<file path="src/rtl/in_debounce.sv">
// -----------------------------------------------------------------------------
// in_debounce
//
// Debounces a raw asynchronous single-bit level. The input is brought into the
// clk domain through a two-flop synchronizer. The debounced level `out` follows
// the synchronized input only after the two have differed for STABLE_CYCLES
// consecutive clock edges. Any edge where they agree again restarts the count.
//
// Parameters
//   STABLE_CYCLES : consecutive differing cycles needed before out follows
//                   (legal range 1..255, default 4)
//
// Ports
//   clk    : input  - single clock, all state updates on the rising edge
//   areset : input  - asynchronous, active-high reset
//   in     : input  - raw asynchronous level
//   out    : output - debounced, registered level of in
//   rise   : output - one-cycle pulse when out goes 0->1
//   fall   : output - one-cycle pulse when out goes 1->0
//
// Configuration
//   IN_DEBOUNCE_EDGE_PULSE_EN : when defined, rise/fall are registered edge
//                               pulses. When undefined, rise/fall are tied to
//                               0 and no pulse registers exist. The behaviour
//                               of out is the same in both builds.
// -----------------------------------------------------------------------------
module in_debounce #(
    parameter int STABLE_CYCLES = 4
) (
    input  logic clk,
    input  logic areset,
    input  logic in,
    output logic out,
    output logic rise,
    output logic fall
);

    typedef enum logic {
        STABLE  = 1'b0,
        PENDING = 1'b1
    } state_t;

    // Count value at which the next differing sample commits the new level.
    localparam logic [7:0] LAST_CNT = 8'(STABLE_CYCLES - 1);

    logic       s1;
    logic       s2;
    state_t     state;
    logic [7:0] cnt;
    logic       commit;

    // Two-flop synchronizer. Nothing else looks at `in` directly.
    always_ff @(posedge clk or posedge areset) begin
        if (areset) begin
            s1 <= 1'b0;
            s2 <= 1'b0;
        end else begin
            s1 <= in;
            s2 <= s1;
        end
    end

    // The new level is accepted on this edge. A single-cycle filter commits
    // straight from STABLE. Otherwise the commit happens in PENDING once the
    // count shows that the previous STABLE_CYCLES-1 samples also differed.
    assign commit = (s2 != out) &&
                    (((state == STABLE) && (STABLE_CYCLES == 1)) ||
                     ((state == PENDING) && (cnt == LAST_CNT)));

    always_ff @(posedge clk or posedge areset) begin
        if (areset) begin
            state <= STABLE;
            cnt   <= 8'd0;
            out   <= 1'b0;
        end else begin
            case (state)
                STABLE: begin
                    if (s2 == out) begin
                        cnt <= 8'd0;
                    end else if (commit) begin
                        out <= s2;
                        cnt <= 8'd0;
                    end else begin
                        state <= PENDING;
                        cnt   <= 8'd1;
                    end
                end
                PENDING: begin
                    if (s2 == out) begin
                        // Glitch: the input went back before the window ended.
                        state <= STABLE;
                        cnt   <= 8'd0;
                    end else if (commit) begin
                        out   <= s2;
                        cnt   <= 8'd0;
                        state <= STABLE;
                    end else begin
                        cnt <= cnt + 8'd1;
                    end
                end
                default: begin
                    state <= STABLE;
                    cnt   <= 8'd0;
                end
            endcase
        end
    end

`ifdef IN_DEBOUNCE_EDGE_PULSE_EN
    // The pulses are registered from the same commit condition that updates
    // out. Because of this they appear in the same cycle as the new level and
    // last for one cycle.
    logic rise_q;
    logic fall_q;

    always_ff @(posedge clk or posedge areset) begin
        if (areset) begin
            rise_q <= 1'b0;
            fall_q <= 1'b0;
        end else begin
            rise_q <= commit & s2;
            fall_q <= commit & ~s2;
        end
    end

    assign rise = rise_q;
    assign fall = fall_q;
`else
    assign rise = 1'b0;
    assign fall = 1'b0;
`endif

endmodule

</file>
<file path="config.mk">
export PLATFORM = sky130hd
export DESIGN_NAME = in_debounce
export DESIGN_NICKNAME = d
export VERILOG_FILES = /design/src/rtl/in_debounce.sv
export SDC_FILE = /design/constraint.sdc
export NUM_CORES = 1
export LEC_CHECK = 0
export CORE_AREA = 2 2 39 41
export CTS_CLUSTER_SIZE = 30
export DETAILED_ROUTE_END_ITERATION = 6
export DIE_AREA = 0 0 41 43
export PLACE_DENSITY_LB_ADDON = 0.25
export SLEW_MARGIN = 20
export SYNTH_ARGS = -nofsm -noshare
export SYNTH_HDL_FRONTEND = slang
export SYNTH_SLANG_ARGS = --single-unit
</file>
<file path="constraint.sdc">
create_clock -name clk -period 1.7 [get_ports clk]
set_input_delay 0.34 -clock clk [delete_from_list [all_inputs] [get_ports clk]]
set_output_delay 0.34 -clock clk [all_outputs]
set_load 0.05 [all_outputs]
</file>
# --- Word-level counts from Yosys, hierarchy flattened ---
# Index checks and enable logic that the tools add are counted.
classes:
  n_addsub: 1
  n_mul: 0
  div: 0
  order_cmp: 0
  n_eq_ne: 3
  shifts: 0
  n_mux: 9
  bitwise_logic: 2
  reduce_logical: 3
ops:
  columns: ["op", "n"]
  rows:
  - ["two-way mux 8 bit", 2]
  - ["one-hot mux 8 bit (2 select lines)", 1]
  - ["adder 8 x 1 -> 8 bit, second input constant", 1]
  - ["equality test 8 x 2 -> 1 bit, second input constant", 1]
  - ["two-way mux 1 bit", 6]
  - ["logical AND 1 bit", 2]
  - ["NOT 1 bit", 2]
  - ["AND reduction 2 bit", 1]
  - ["equality test 1 bit", 1]
  - ["inequality test 1 bit", 1]
word_totals:
  regBits: 12
  latch_bits: 0
  mem_bits_rw: 0
  mem_bits_ro: 0
  elab_cells: 23
  mem_count: 0

# --- Longest topological paths before layout ---
# Gate-level depths: netlist (run 1).
depth:
  depth_word: 6
  ltp_mapped: 4
  ltp_nobuf: 4

# --- Worst setup path before layout (run 1) ---
# No wires, ideal clock.
synth_timing:
  kind: "register to register"
  start: "reg cnt[0]"
  end: "reg cnt[2]"
  setup_ns: 0.126
  arrival_ns: 1.384
  required_time_ns: 1.574
  slack_ns: 0.190
  stages_incl_launch_ff: 5
  n_path_buf: 0
  period_less_slack_ns: 1.510
  path_cell_list: "dfrtp_1 -> ha_1 -> or4b_1 -> o211ai_4 -> nor2_1"
synth_between:
  elab_chain_len: 6
synth_lines:
  columns: ["item", "line", "rtl"]
  rows:
  - ["from (decl)", "49", "logic [7:0] cnt;"]
  - ["from (signal assigned)", "98", "cnt <= cnt + 8'd1;"]
  - ["branches (longest 3 deep; another with adder 8 x 1 -> 8 bit)", null, null]
  - ["two-way mux 8 bit *", "93", "end else if (commit) begin"]
  - ["two-way mux 8 bit *", "89", "if (s2 == out) begin"]
  - ["one-hot mux 8 bit (2 select lines) *", "76", "case (state)"]
# Mark *: on every way between the ends.
# A chain may end at the register's enable or synchronous reset.

# --- Worst setup path after layout (run 1) ---
# Same ends and word-level chain as after synthesis.

==> impl_metrics.toml, run 1 <==
[status]
status = "completed"

[timing]
min_period_ns = 1.59
setup_tns_ns = 0
timing.final.hold_violations = 0
finClkSkew_ns = 0.00476
fmax_mhz = 630
maxSlewViolCount = 0
fin_crit_sh_pct = 93.4
setup_viol = 0
rsz0062_at_grt = "no"

[drt]
vias = 367
drt_iter0_drc = 5
routed_wl_um = 893
ant_nets = 0
drt-pass1-iter-count = 3
wl_per_cell_um = 12.1
vias_per_cell = 4.96
drc = 0

[die]
num_rows = 14
top_level_ports = 6
initial_core_util_pct = 41.4
fp.coreArea_um2 = 1380
die_y_um = 43
die_w_um = 41
die-area_um2 = 1760

[layout]
fill_cells = 131
mostFrequentLayoutCell = "dfrtp_1"
nNetsFinal = 63
drive_above_1_share_pct = 15.5
multi_input_area_um2 = 245
diodes = 0
most-common-layout-cells = "12 x dfrtp_1, 5 x nand3_1, 4 x o21ai_0"
regArea_um2 = 300
area_delta_synth_final_pct = 12.4

[power]
p_switching_uw = 308
leakage_nw = 0.274
power.share.switching_pct = 34.7
p_comb_share_pct = 30.7
power.total_uw = 889
p_int_uw = 581
power.density_nw_per_um2 = 1380
clkPwrFrac_pct = 25.5
p_seq_share_pct = 43.8
peakVddDrop_v = 0.000645

[global_route]
globalRouteMet1Util_pct = 21.2
grt_pass1_vias = 354
grt_pass1_wl_um = 1570
grtUsageMet2_pct = 15.9
grtUsageMet3_pct = 6.28
grt.total_usage_pct = 13.7
antenna_found_initial = 0
busiest_layer = "met1"
grt_max_degree = 13
gr-total-overflow = 0

[synth]
synth_compound_area_share_pct = 12.4
syn_area_um2 = 573
ys_ff_latch = 12
seq_area_frac_synth_pct = 52.4
syn_inst = 52
synth_top_family_by_area = "simple AND/OR/NAND/NOR gates"
synth_cell_types = 22
avgSynthCellArea_um2 = 11.0
ys_warn_count = 0
synthXorXnorAreaFrac_pct = 6.11
synth_fa_ha_area_share_pct = 2.18
muxShareOfSynthArea_pct = 0
synthSimpleGateAreaFrac_pct = 20.3

[setup_path]
r2r_setup_slack_ns = 0.11
critPathMaxFanout = 6
start_kind = "flop"
worstSetupPathType = "flop to flop"
endpoint_kind = "flop"
crit_arrival_ns = 1.74
worst_ep_required_time_ns = 1.86

[clock_network]
cts_tree = "done"
numCtsBuffers = 3
clk_pin_slew_worst_paths_ns = 0.08
htreeDepth = 1
cts_setup_buffers = 0
clock-sinks = 12
clock_latency_ns = 0.27
cts_root_buf = "clkbuf_4"
clockBufferDepth = 2

[placement]
io_buffers = 3
gp_congestion = 0.763

[job]
drv_cap = 0

[min_path]
min_path_type = "input port to asynchronous set/reset pin"
-- power groups by stage --
stage	Clock, mW	Combinational, mW	Sequential, mW
after detailed placement	0	0.276	0.396
after CTS	0.238	0.277	0.390
after global placement	0	0.274	0.394
after global routing	0.252	0.301	0.403
after floorplan	0	0.189	0.423
final	0.226	0.273	0.390
-- flip-flops by register name (all words and copies together) (netlist names) --
register	count
cnt	8
out	1
state	1
s1	1
s2	1
-- worst paths after layout --
| kind | depth (start not counted) | endpoint | start |
|---|---|---|---|
| worst max-delay path | 4 | cnt[2]$_DFF_PP0_ | cnt[0]$_DFF_PP0_ |
| worst min-delay path | 2 | cnt[2]$_DFF_PP0_ | areset |
| worst max register to register | 4 | cnt[2]$_DFF_PP0_ | cnt[0]$_DFF_PP0_ |
| worst min register to register | 0 | s2$_DFF_PP0_ | s1$_DFF_PP0_ |
| max in group asynchronous | 2 | cnt[7]$_DFF_PP0_ | areset |
| min in group clk | 0 | s2$_DFF_PP0_ | s1$_DFF_PP0_ |
-- timing repair --
| item | CTS | global route |
|---|---|---|
| gates resized for setup | 0 | 1 |
| hold buffers | 0 | 0 |
| endpoints found under the setup margin | 0 | 5 |
-- synthesized netlist by cell type --
master	instances	area, um^2
dfrtp_1	12	300
nand3_1	5	25.0
o21ai_0	4	20.0
a21oi_1	3	15.0
nor2_1	3	11.3
or3_1	3	18.8
xor2_1	3	26.3
buf_4	2	15.0
inv_1	2	7.51
nand2_1	2	7.51
nor4b_1	2	17.5
a21boi_0	1	7.51
a21boi_1	1	7.51
and3_1	1	6.26
buf_6	1	11.3
conb_1	1	3.75
ha_1	1	12.5
nand4_1	1	6.26
o211ai_4	1	21.3
or4b_1	1	10.0
or4b_4	1	13.8
xnor2_1	1	8.76
-- routing by layer --
layer / wire, um / share of wire (%)
met1: 483 / 54
met2: 367 / 41
met3: 26 / 2.9
met4: 14 / 1.6
met5: 0 / 0
-- cells by family after synthesis --
| logic type | count (synthesis) |
|---|---|
| compound gates | 10 |
| other cells | 1 |
| simple gates | 19 |
| fa+ha+maj | 1 |
| flops | 12 |
| buf+inv | 5 |
| xor+xnor | 4 |
-- final cells by class --
| class | count | area share (%) |
|---|---|---|
| Inverter | 2 | 1.17 |
| Timing Repair Buffer | 4 | 5.44 |
| Sequential cell | 12 | 46.6 |
| Multi-Input combinational cell | 36 | 38.1 |
| Clock buffer | 4 | 5.63 |
| Tap cell | 16 | 3.11 |
-- through the flow --
stage | hold WS (ns) | util, % | cell area, um^2 | setup slack [ns] | cells
after CTS | 0.365 | 46.4 | 642 | 0.0693 | 74
after global placement | 0.332 | 43.8 | 606 | 0.114 | 70
after floorplan | 0.205 | - | 577 | 0.190 | 53
final | 0.357 | 46.6 | 644 | 0.113 | 74
after detailed placement | 0.347 | 43.8 | 606 | 0.0799 | 70
after global routing | 0.374 | 46.6 | 644 | 0.00465 | 74
-- worst max-delay path, cell delays in order, from the launching register on --
cell and delay (ns):
dfrtp_1 0.40, ha_2 0.23, or4b_1 0.50, o211ai_4 0.25, nor2_1 0.09
No activity file was read; power rests on OpenSTA's default activity.
==> run 2, diff against run 1 <==
Settings changed: CTS_CLUSTER_DIAMETER set to 30, HOLD_SLACK_MARGIN set to 0.08.
==> results of run 2 <==
Same layout as run 1: the final DEF is identical, and so are final timing and power.
